===== src/rtl/tt_um_emern_load_scheduler.sv =====
// Purpose: gates SPI register loads to vertical blanking, raises host IRQ on window open, defers commits outside the window.
// Latency: all outputs registered; 1 cycle from event to output, cs_in sees +2 cycles of synchronizer.
// Backpressure: none; en_load withdrawal is the only throttle on the SPI frontend.
//
// Ports:
//   clk, rst_n                 : 25 MHz pixel clock, synchronous active-low reset
//   row_counter, col_counter   : VGA raster position from the timing generator
//   cs_in                      : raw SPI chip select (active-low, asynchronous)
//   commit_req                 : frontend says a full command is staged
//   overrun_clr                : clears the sticky overrun flag
//   en_load, commit_strobe     : frontend load enable / staged->active transfer pulse
//   int_out, xfer_abort        : host interrupt / transfer cut at window close
//   overrun, frame_count       : sticky abort flag / count of windows opened
module tt_um_emern_load_scheduler #(
  parameter int V_VISIBLE      = 480,
  parameter int V_TOTAL        = 525,
  parameter int GUARD_LINES    = 2,
  parameter int INT_MAX_CYCLES = 1023
) (
  input  logic       clk,
  input  logic       rst_n,
  input  logic [9:0] row_counter,
  input  logic [9:0] col_counter,
  input  logic       cs_in,
  input  logic       commit_req,
  input  logic       overrun_clr,
  output logic       en_load,
  output logic       commit_strobe,
  output logic       int_out,
  output logic       xfer_abort,
  output logic       overrun,
  output logic [7:0] frame_count
);

  localparam int         INT_W     = $clog2(INT_MAX_CYCLES + 1);
  localparam logic [9:0] ROW_OPEN  = 10'(V_VISIBLE);
  localparam logic [9:0] ROW_CLOSE = 10'(V_TOTAL - GUARD_LINES);
  localparam logic [INT_W-1:0] INT_LAST = INT_W'(INT_MAX_CYCLES - 1);

  typedef enum logic [2:0] {IDLE, OPEN, BUSY, ABORT, WAIT_CS} state_t;

  state_t           state, state_nxt;
  logic             cs_meta, cs_s, cs_d;
  logic             pending;
  logic [INT_W-1:0] int_cnt;

  logic cs_fall, open_evt, close_cond, in_window, nxt_in_window, opening;

  assign cs_fall       = cs_d & ~cs_s;
  assign open_evt      = (row_counter == ROW_OPEN) && (col_counter == 10'd0);
  // A row below the window start while open means the close row was skipped;
  // treat it exactly like the close event.
  assign close_cond    = ((row_counter == ROW_CLOSE) && (col_counter == 10'd0)) ||
                         (row_counter < ROW_OPEN);
  assign in_window     = (state == OPEN) || (state == BUSY);
  assign nxt_in_window = (state_nxt == OPEN) || (state_nxt == BUSY);
  assign opening       = (state == IDLE) && open_evt;

  always_comb begin
    state_nxt = state;
    case (state)
      IDLE:    if (open_evt) state_nxt = OPEN;
      OPEN: begin
        if (close_cond)   state_nxt = cs_s ? IDLE : ABORT;
        else if (cs_fall) state_nxt = BUSY;
      end
      BUSY: begin
        if (close_cond)   state_nxt = cs_s ? IDLE : ABORT;
        else if (cs_s)    state_nxt = OPEN;
      end
      ABORT:   state_nxt = WAIT_CS;
      // Hold off until the host releases CS so the tail of the cut
      // transfer is not mistaken for a fresh one.
      WAIT_CS: if (cs_s) state_nxt = IDLE;
      default: state_nxt = IDLE;
    endcase
  end

  always_ff @(posedge clk) begin
    if (!rst_n) begin
      state         <= IDLE;
      cs_meta       <= 1'b1;
      cs_s          <= 1'b1;
      cs_d          <= 1'b1;
      pending       <= 1'b0;
      int_cnt       <= '0;
      en_load       <= 1'b0;
      commit_strobe <= 1'b0;
      int_out       <= 1'b0;
      xfer_abort    <= 1'b0;
      overrun       <= 1'b0;
      frame_count   <= 8'd0;
    end else begin
      cs_meta <= cs_in;
      cs_s    <= cs_meta;
      cs_d    <= cs_s;
      state   <= state_nxt;

      en_load    <= nxt_in_window;
      xfer_abort <= (state_nxt == ABORT);

      // Set beats clear when both land on the same cycle.
      if (state_nxt == ABORT) overrun <= 1'b1;
      else if (overrun_clr)   overrun <= 1'b0;

      // Deferred requests collapse into the single pending bit and are
      // released on the first cycle of the next window.
      if (opening) begin
        commit_strobe <= pending | commit_req;
        pending       <= 1'b0;
      end else begin
        commit_strobe <= in_window & commit_req;
        if (!in_window && commit_req) pending <= 1'b1;
      end

      frame_count <= frame_count + 8'(opening);

      if (opening) begin
        int_out <= 1'b1;
        int_cnt <= '0;
      end else if (int_out) begin
        int_cnt <= int_cnt + INT_W'(1);
        if (!nxt_in_window || (in_window && cs_fall) || (int_cnt == INT_LAST))
          int_out <= 1'b0;
      end
    end
  end

endmodule


===== config.mk =====
export PLATFORM = sky130hd
export DESIGN_NAME = tt_um_emern_load_scheduler
export DESIGN_NICKNAME = d
export VERILOG_FILES = /design/src/rtl/tt_um_emern_load_scheduler.sv
export SDC_FILE = /design/constraint.sdc
export NUM_CORES = 1
export LEC_CHECK = 0
export CAP_MARGIN = 20
export CORE_UTILIZATION = 50
export CTS_CLUSTER_SIZE = 40
export DETAILED_ROUTE_END_ITERATION = 12
export GPL_TIMING_DRIVEN = 0
export MAX_ROUTING_LAYER = met4
export PLACE_DENSITY = 0.82
export SLEW_MARGIN = 20
export SYNTH_ARGS = -nofsm -noshare
export SYNTH_HDL_FRONTEND = slang
export SYNTH_SLANG_ARGS = --single-unit

===== constraint.sdc =====
create_clock -name clk -period 5.11 [get_ports clk]
set_clock_uncertainty 0.15 [all_clocks]
set_input_delay 0.7665 -clock clk [delete_from_list [all_inputs] [get_ports clk]]
set_output_delay 0.7665 -clock clk [all_outputs]
set_load 0.1 [all_outputs]

### Word level (Yosys, flattened, before mapping)

Index checks and enable logic that the tools add are counted.

* register bits: 30
* output and inout bits: 13
* word-level logic and storage cells: 60

* add/sub/neg operators: 2
* magnitude comparators: 1
* equal/unequal tests: 10
* multiplexer cells: 14
* bitwise logic cells: 5
* reduce and logical (&&, ||, !) cells: 16

Operators by type and width (count)
* $eq A10 B10 Y1 const B: 2
* $mux W3: 6
* $pmux W3 S5: 1
* $eq A3 B2 Y1 const B: 4
* $add A10 B1 Y10 const B: 1
* $eq A10 B9 Y1 const B: 1
* $logic_not A10 Y1: 1
* $lt A10 B9 Y1 const B: 1
* $add A8 B1 Y8: 1
* $eq A3 B1 Y1 const B: 2
* $mux W1: 6
* $logic_and A1 B1 Y1: 5
* $logic_or A1 B1 Y1: 5
* $eq A3 B3 Y1 const B: 1
* $logic_not A3 Y1: 1
* $and A1 B1 Y1: 2
* $logic_not A1 Y1: 2
* $mux W2: 1
* $not A1 Y1: 2
* $reduce_bool A2 Y1: 1
* $reduce_or A2 Y1: 1
* $or A1 B1 Y1: 1

### Longest topological paths before layout

Gate-level depths: netlist (run 1).

* depth after elaboration: 13
* depth in mapped cells: 10
* mapped depth without buffers: 9

### Least setup slack after synthesis (run 1)

No wires, ideal clock.

* kind: input to register
* from: in row_counter[0]
* to: reg frame_count[5]
* arrival: 2.412 ns
* slack: 2.480 ns
* stages: 9
* path buffers: 0
* cell sequence: or4_4 nor4_4 nand2_2 inv_2 ha_1 and3_1 nand3_1 xor2_1 nor2_1

* cells in the longest elaborated chain, start to end: 4

RTL lines
* start, declared: RTL line 22 `input logic [9:0] row_counter,`
* $eq A10 B9 Y1: RTL line 50 `assign open_evt = (row_counter == ROW_OPEN) && (col_counter == 10'd0);`
* $logic_and A1 B1 Y1: RTL line 50
* $logic_and A1 B1 Y1: RTL line 57 `assign opening = (state == IDLE) && open_evt;`
* $add A8 B1 Y8: RTL line 116 `frame_count <= frame_count + 8'(opening);`
* end signal, assigned: RTL line 116
* end, declared: RTL line 32 `output logic [7:0] frame_count`

Every way passes these cells.
A chain may end at the register's enable or synchronous reset.

### Final worst setup path (run 1)

* from: reg frame_count[3]
* to: out frame_count[3]

No word-level cell between the ends.

==> impl_metrics.toml, run 1 <==
[run_status]
outcome = "completed"

[pwr]
ir_drop_mv = 0.257
total_power_mw = 0.416
powerDensity_nw_per_um2 = 225
leakage_nw = 0.712

[worst_setup_path]
cp_top_family = "buffers and inverters"
critPathLaunchType = "flip-flop"
critPathMaxFanout = 5
crit_buf_inv = 1
r2r-start = "state[1]"
critPathRequiredTime_ns = 4.19
crit_chain = "clkdlybuf4s50_1"
cpMaxStageDelayCell = "clkdlybuf4s50_1"
crit_path_end_kind = "output port"
path_class = "flip-flop to output port"
crit_path_max_incr_delay_ns = 1.18
cp.arrival_ns = 1.92
cp-startpoint = "frame_count[3]"

[sta]
maxSlewViolCount = 0
fin_crit_sh = 0.556
rsz0062_at_grt = "no"
setup_slack_ns = 2.27
clock.fmax_mhz = 352
hold_slack_ns = 0.263
tightest_slew_ns = 0.985
hold_viol = 0
layout_min_cycle_time_ns = 2.84
setup_tns_ns = 0
slew_headroom = 0.342
setup_viol = 0

[global_routing]
grt_max_degree = 11
grt_util_all_layers = 0.219
grt_first_pass_wirelength_mm = 4.35
grt_overflow = 0
grt_pass1_vias = 1063
grt_antenna_before_repair = 0

[clocking]
cts_tree = "built"
cts_inserted_buffers = 5
cts_resized = 0
clock_tree.buffer_depth = 2
cts_setup_buffers = 0
path_clk_slew_ns = 0.09
clk_latency_ns = 0.33
htreeDepth = 2
numClockSinks = 30
cts_hold_buffers = 0
root_buffer = "clkbuf_4"

[yosys]
syn_nets = 177
async_reset_ff_frac = 0
yosys_warnings = 0
synth_ff_type = "dfxtp_1"
syn_area_per_cell_um2 = 9.33
synth.cell_area_um2 = 1380
synth_edf_count = 0
ys_ff_latch = 30
seq_area_frac_synth = 0.435
syn_inst = 148
synth_cell_types = 44

[floorplan]
fp.dieH_um = 54.6
initial_utilization = 0.543
chipWidth_um = 54.6
rows = 18
core_area_um2 = 2540
dieArea_um2 = 2980
ios = 38

[worst_hold_path]
min_from = "cs_meta"
min_path_type = "flip-flop to flip-flop"

[route]
wl_mm = 2.92
vias_per_cell = 5.29
drc = 0
initialDrtViolationCount = 17
antenna_left = 0
vias = 1179
firstDrtPassIters = 4
wl_per_cell_um = 13.1

[flow_run]
drv_cap = 0

[place]
dp.final_hpwl_mm = 2.30
portBuffers = 37
place_worst_setup_slack_ns = 1.93
placedCellCount = 215
place_area_um2 = 1790
place_congestion = 0.883

[layout]
final_cells = 223
syn_to_final_growth_pct = 34.1
layout-drive-gt1-share = 0.0984
final_common_cell = "clkdlybuf4s50_1"
nFillCells = 207
fin_area_um2 = 1850
final_nets = 221
antennaDiodeCount = 0
final_util = 0.728
layout_common_cells = "37 x clkdlybuf4s50_1, 30 x dfxtp_1, 21 x nor2_1, 10 x xor2_1, 9 x nand3_1"
where the power goes:
| part | switching (mW) | internal [mW] |
|---|---|---|
| Sequential | 0.000689 | 0.235 |
| Clock | 0.0832 | 0.0660 |
| Combinational | 0.0107 | 0.0205 |
layer usage:
layer	share of wire	GRT usage	wire [µm]	vias to the layer above
met1	0.42	0.224	1210	547
met2	0.54	0.370	1590	18
met4	0.0089	0.111	26	0
met3	0.031	0.0750	89	3
li1	-	-	-	611
met5	0	-	0	-
cells by family after synthesis:
kind of cell / Yosys count / synth area share
DFF: 30 / 0.435
and+or+nand+nor: 71 / 0.291
AOI/OAI and AO/OA: 18 / 0.105
xor gates and xnor gates: 16 / 0.101
buffers and inverters: 9 / 0.0317
adders and majority gates: 4 / 0.0362
layout make-up:
type	count	area, µm²	area share
multi-input combinational	109	737	0.398
sequential	30	601	0.324
timing repair buffer	37	370	0.200
clock buffer	6	51.3	0.0277
tap	30	37.5	0.0203
buffer	5	28.8	0.0155
inverter	4	15.0	0.00810
clock inverter	2	12.5	0.00675
flip-flops by register name, summed over array words and instances (netlist names):
name / count
int_out: 1
overrun: 1
cs_s: 1
cs_meta: 1
frame_count: 8
xfer_abort: 1
en_load: 1
commit_strobe: 1
int_cnt: 10
pending: 1
cs_d: 1
state: 3
worst paths after layout:
| kind | to | slack (ns) | cells after the start |
|---|---|---|---|
| hold / removal | cs_s | 0.26 | 1 |
| hold reg to reg | cs_s | 0.26 | 1 |
| setup reg to reg | frame_count[7] | 2.92 | 9 |
| setup / recovery | frame_count[3] | 2.27 | 1 |
cell usage after synthesis, types with 2 or more instances:
library cell	n	area, µm²
ha_1	4	50.1
nand3_1	9	45.0
clkbuf_1	2	7.51
nor4_1	3	18.8
xor2_1	10	87.6
and3_1	5	31.3
nand2b_1	5	31.3
buf_2	2	10.0
nor2_1	21	78.8
dfxtp_1	30	601
and2_1	4	25.0
nor2b_1	3	18.8
nor3_1	2	10.0
a21oi_1	4	20.0
xnor2_1	6	52.6
nand2_1	5	18.8
inv_1	2	7.51
nor4bb_1	2	20.0
nand4_1	4	25.0
No activity file was read; power rests on OpenSTA's default activity.
==> run 2: changes to the inputs <==
Settings changed: CORE_UTILIZATION 50 to 42, PLACE_DENSITY 0.82 to 0.73.
Clock period 5.11 ns to 2.4 ns, I/O delays scaled along.
==> run 2 against run 1 <==
Combinational power rose by 110%. Power up 130%. Count of clock-buffer cells in the layout stayed put. Critical path type unchanged.
==> impl_metrics.toml, run 2 (synthesis gave the netlist of run 1 again) <==
[clocking]
path_clk_slew_ns = 0.09
clk_latency_ns = 0.33
clock_tree.buffer_depth = 2
cts_tree = "built"
cts_inserted_buffers = 5
root_buffer = "clkbuf_4"
htreeDepth = 2
numClockSinks = 30

[place]
place_worst_setup_slack_ns = -0.326
place_congestion = 0.788
dp.final_hpwl_mm = 2.29
portBuffers = 37
placedCellCount = 229

[layout]
final_common_cell = "dfxtp_1"
top_regs = "int_cnt (10), frame_count (8), state (3)"
antennaDiodeCount = 0
syn_to_final_growth_pct = 43.8
layout_common_cells = "30 x dfxtp_1, 27 x clkdlybuf4s50_1, 21 x nor2_1, 10 x xor2_1"
largest_reg_flops = 10
layout-drive-gt1-share = 0.146
final_nets = 227
top_register = "int_cnt"
final_util = 0.646
final_cells = 242
nFillCells = 264

[sta]
tightest_slew_ns = 0.980
hold_viol = 0
slew_headroom = 0.346
setup_viol = 0
setup_slack_ns = 0.0629
layout_min_cycle_time_ns = 2.34
maxSlewViolCount = 0
clock.fmax_mhz = 428
fin_crit_sh = 0.974
setup_tns_ns = 0

[floorplan]
initial_utilization = 0.449
fp.dieH_um = 59.4
chipWidth_um = 59.4
core_area_um2 = 3080
rows = 20
dieArea_um2 = 3520
ios = 38

[worst_setup_path]
crit_path_end_kind = "output port"
cp.arrival_ns = 1.83
path_class = "flip-flop to output port"
reg2reg_depth = 9
crit_chain = "clkdlybuf4s50_1"
critPathMaxFanout = 2
critPathLaunchType = "flip-flop"
ff2ff_setup_slack_ns = 0.36
cpMaxStageDelayCell = "clkdlybuf4s50_1"
cp_top_family = "buffers and inverters"
crit_buf_inv = 1
crit_path_max_incr_delay_ns = 1.14
critPathRequiredTime_ns = 1.89
cp.depth = 1

[route]
vias = 1235
wl_mm = 3.07
initialDrtViolationCount = 91
firstDrtPassIters = 4
antenna_left = 0
drc = 0
wl_per_cell_um = 12.7
vias_per_cell = 5.10

[pwr]
ir_drop_mv = 0.348
total_power_mw = 0.977
powerDensity_nw_per_um2 = 492
leakage_nw = 0.860

[run_status]
outcome = "completed"

[global_routing]
grt_pass1_vias = 1153
grt_antenna_before_repair = 0
grt_overflow = 0
grt_util_all_layers = 0.189
grt_max_degree = 11
grt_first_pass_wirelength_mm = 4.81

[flow_run]
drv_cap = 0

[worst_hold_path]
hold_depth = 1
min_path_type = "flip-flop to flip-flop"
-- run 2: layout make-up --
cell class / count / area [µm²] / share of cell area
Tap cell: 44 / 55.1 / 0.0277
Timing Repair Buffer: 43 / 429 / 0.216
Clock buffer: 6 / 51.3 / 0.0258
Multi-Input combinational cell: 109 / 777 / 0.391
Inverter: 4 / 15.0 / 0.00756
Clock inverter: 1 / 30.0 / 0.0151
Buffer: 5 / 28.8 / 0.0145
Sequential cell: 30 / 601 / 0.302
-- run 2: worst paths after layout --
kind,from,end
min,cs_meta,cs_s
min reg2reg,cs_meta,cs_s
max,frame_count[7],frame_count[7]
max reg2reg,state[1],frame_count[7]
-- run 2: power by group --
group | internal, mW | total [mW] | leakage [nW] | switching (mW)
logic | 0.0430 | 0.0654 | 0.573 | 0.0224
registers | 0.500 | 0.502 | 0.242 | 0.00152
clock network | 0.242 | 0.409 | 0.0443 | 0.167
total | 0.786 | 0.977 | 0.860 | 0.191
-- run 2: timing repair --
action,in CTS,in global routing
hold buffers,0,0
pin swaps,0,3
gates resized for setup,3,14
setup buffers,0,6
setup endpoints to repair,3,5
-- run 2: stage by stage --
stage               hold slack [ns]  cell area, µm²
finish                        0.277            1990
global route                  0.304            1990
CTS                           0.285            1880
detailed placement            0.258            1810
global placement              0.249            1810
floorplan                     0.236            1380
-- run 2: routing by layer --
| metal | global-route usage | vias up | share of wire |
|---|---|---|---|
| li1 | - | 628 | - |
| met1 | 0.225 | 573 | 0.43 |
| met2 | 0.295 | 30 | 0.51 |
| met3 | 0.0655 | 4 | 0.047 |
| met4 | 0.0646 | 0 | 0.0091 |
| met5 | - | - | 0 |
==> run 3: changes to the inputs <==
Settings changed: CORE_MARGIN set to 2.
==> run 3 against run 2 <==
Combinational power increased by 1%. Critical endpoint is now frame_count[5]. Die area grew 6.9%. Fmax about the same.
==> impl_metrics.toml, run 3 (synthesis gave the netlist of run 1 again) <==
[floorplan]
core_area_um2 = 3100
dieArea_um2 = 3760
rows = 20
initial_utilization = 0.445
chipWidth_um = 61.4
fp.dieH_um = 61.4
ios = 38

[route]
drc = 0
initialDrtViolationCount = 33
vias_per_cell = 5.07
firstDrtPassIters = 4
antenna_left = 0
wl_per_cell_um = 12.2
wl_mm = 2.92
vias = 1211

[layout]
final_nets = 223
nFillCells = 286
final_common_cell = "dfxtp_1"
antennaDiodeCount = 0
layout_common_cells = "30 x dfxtp_1, 29 x clkdlybuf4s50_1, 21 x nor2_1, 10 x xor2_1, 7 x nand3_1"
top_regs = "int_cnt (10), frame_count (8), state (3)"
largest_reg_flops = 10
final_util = 0.622
syn_to_final_growth_pct = 39.8
top_register = "int_cnt"
layout-drive-gt1-share = 0.128

[pwr]
power.internal_mw = 0.686
powerDensity_nw_per_um2 = 454
clkPwrFrac = 0.352
combPwrFrac = 0.076
power.switching_mw = 0.191
ir_drop_mv = 0.348
seq_power_share = 0.572
leakage_nw = 0.804
switching_share = 0.218

[worst_setup_path]
cp.arrival_ns = 2.40
cp-startpoint = "row_counter[0]"
critPathLaunchType = "primary input"
crit_path_end_kind = "flip-flop"
worstReg2RegEnd = "frame_count[5]"
critPathRequiredTime_ns = 2.47
crit_buf_inv = 2
cp_top_family = "simple AND/OR/NAND/NOR gates"
crit_path_max_incr_delay_ns = 0.49
crit_chain = "clkdlybuf4s50_1 -> or4_4 -> nor4_4 -> nand2_2 -> inv_2 -> ha_4 -> and3_4 -> nand3_2 -> xor2_1 -> nor2_1"
r2r-start = "state[1]"
ff2ff_setup_slack_ns = 0.39
critPathMaxFanout = 3
crit_path_end = "frame_count[5]"
cp.depth = 10
reg2reg_depth = 9
path_class = "primary input to flip-flop"
cpMaxStageDelayCell = "or4_4"

[clocking]
cts_inserted_buffers = 5
numClockSinks = 30
htreeDepth = 2
cts_tree = "built"
clk_latency_ns = 0.32
root_buffer = "clkbuf_4"
path_clk_slew_ns = 0.09
clock_tree.buffer_depth = 2

[global_routing]
grt_max_degree = 11
met1_usage = 0.182
grt_antenna_before_repair = 0
grt_overflow = 0
grt_first_pass_wirelength_mm = 4.66
gr-usage-met2 = 0.309
grt_pass1_vias = 1173
grt_util_all_layers = 0.174
grt.busiest_layer = "met2"
grtUsageMet3 = 0.0525

[sta]
clock.fmax_mhz = 428
tightest_slew_ns = 0.986
slew_headroom = 0.341
setup_tns_ns = 0
setup_viol = 0
maxSlewViolCount = 0
hold_viol = 0
hold_slack_ns = 0.275
fin_crit_sh = 0.974
layout_min_cycle_time_ns = 2.34

[place]
portBuffers = 37
dp.final_hpwl_mm = 2.27
place_congestion = 0.815

[worst_hold_path]
min_path_type = "flip-flop to flip-flop"

[run_status]
outcome = "completed"

[flow_run]
drv_cap = 0
## run 3: cell types whose count changed in the layout (fill, tap and decap cells not counted), sizes merged
| cell | before | now |
|---|---|---|
| buf | 9 | 5 |
| clkdlybuf4s50 | 27 | 29 |
| dlymetal6s2s | 7 | 5 |
| bufinv | 1 | 0 |
| clkbuf | 8 | 9 |
| clkinv | 1 | 2 |
## run 3: per-stage QoR
step | worst slack (ns) | std cells | instance area (µm²) | power, mW
2_1_floorplan | 0.177 | 148 | 1380 | 0.533
5_1_grt | -0.0473 | 239 | 1930 | 0.913
6_report | 0.0632 | 239 | 1930 | 0.877
3_5_place_dp | -0.368 | 229 | 1810 | 0.581
3_3_place_gp | -0.309 | 229 | 1810 | 0.578
4_1_cts | 0.00555 | 238 | 1870 | 0.887
## run 3: power groups by stage
stage | combinational, mW | clock, mW | sequential, mW
3_5_place_dp | 0.0676 | 0 | 0.513
6_report | 0.0662 | 0.309 | 0.502
2_1_floorplan | 0.0198 | 0 | 0.513
5_1_grt | 0.0718 | 0.339 | 0.502
4_1_cts | 0.0677 | 0.318 | 0.502
3_3_place_gp | 0.0644 | 0 | 0.514
## run 3: what timing repair did
action | in CTS | in global routing
endpoints found under the setup margin | 4 | 5
gates resized for setup | 3 | 12
cloned | 0 | 0
endpoints found under the hold margin | 0 | 0
pin swaps | 1 | 3
hold buffers | 0 | 0
buffers inserted | 1 | 1
## run 3: layout make-up
type	instances	area, µm²	share of cell area
well taps	44	55.1	0.0285
plain buffers	5	28.8	0.0149
multi-input cells	109	777	0.402
repair buffers	39	394	0.204
inverters	4	15.0	0.00778
flip-flops and latches	30	601	0.311
clock inverters	1	5.00	0.00259
clock buffers	7	55.1	0.0285
## run 3: how the worst min path moves through the flow
stage           end  slack, ns  startpoint  cells past startpoint
6_report       cs_s       0.28     cs_meta                      1
5_1_grt        cs_s       0.31     cs_meta                      1
4_1_cts        cs_s       0.28     cs_meta                      1
3_5_place_dp   cs_s       0.25     cs_meta                      1
3_3_place_gp   cs_s       0.25     cs_meta                      1
2_1_floorplan  cs_s       0.24     cs_meta                      1
## run 3: layer usage
layer  wire length [µm]  vias up  part of all wire
met5                  0        -                 0
met4                 54        0             0.018
met3                117        9             0.040
met2               1560       23              0.54
met1               1190      562              0.41
li1                   -      617                 -
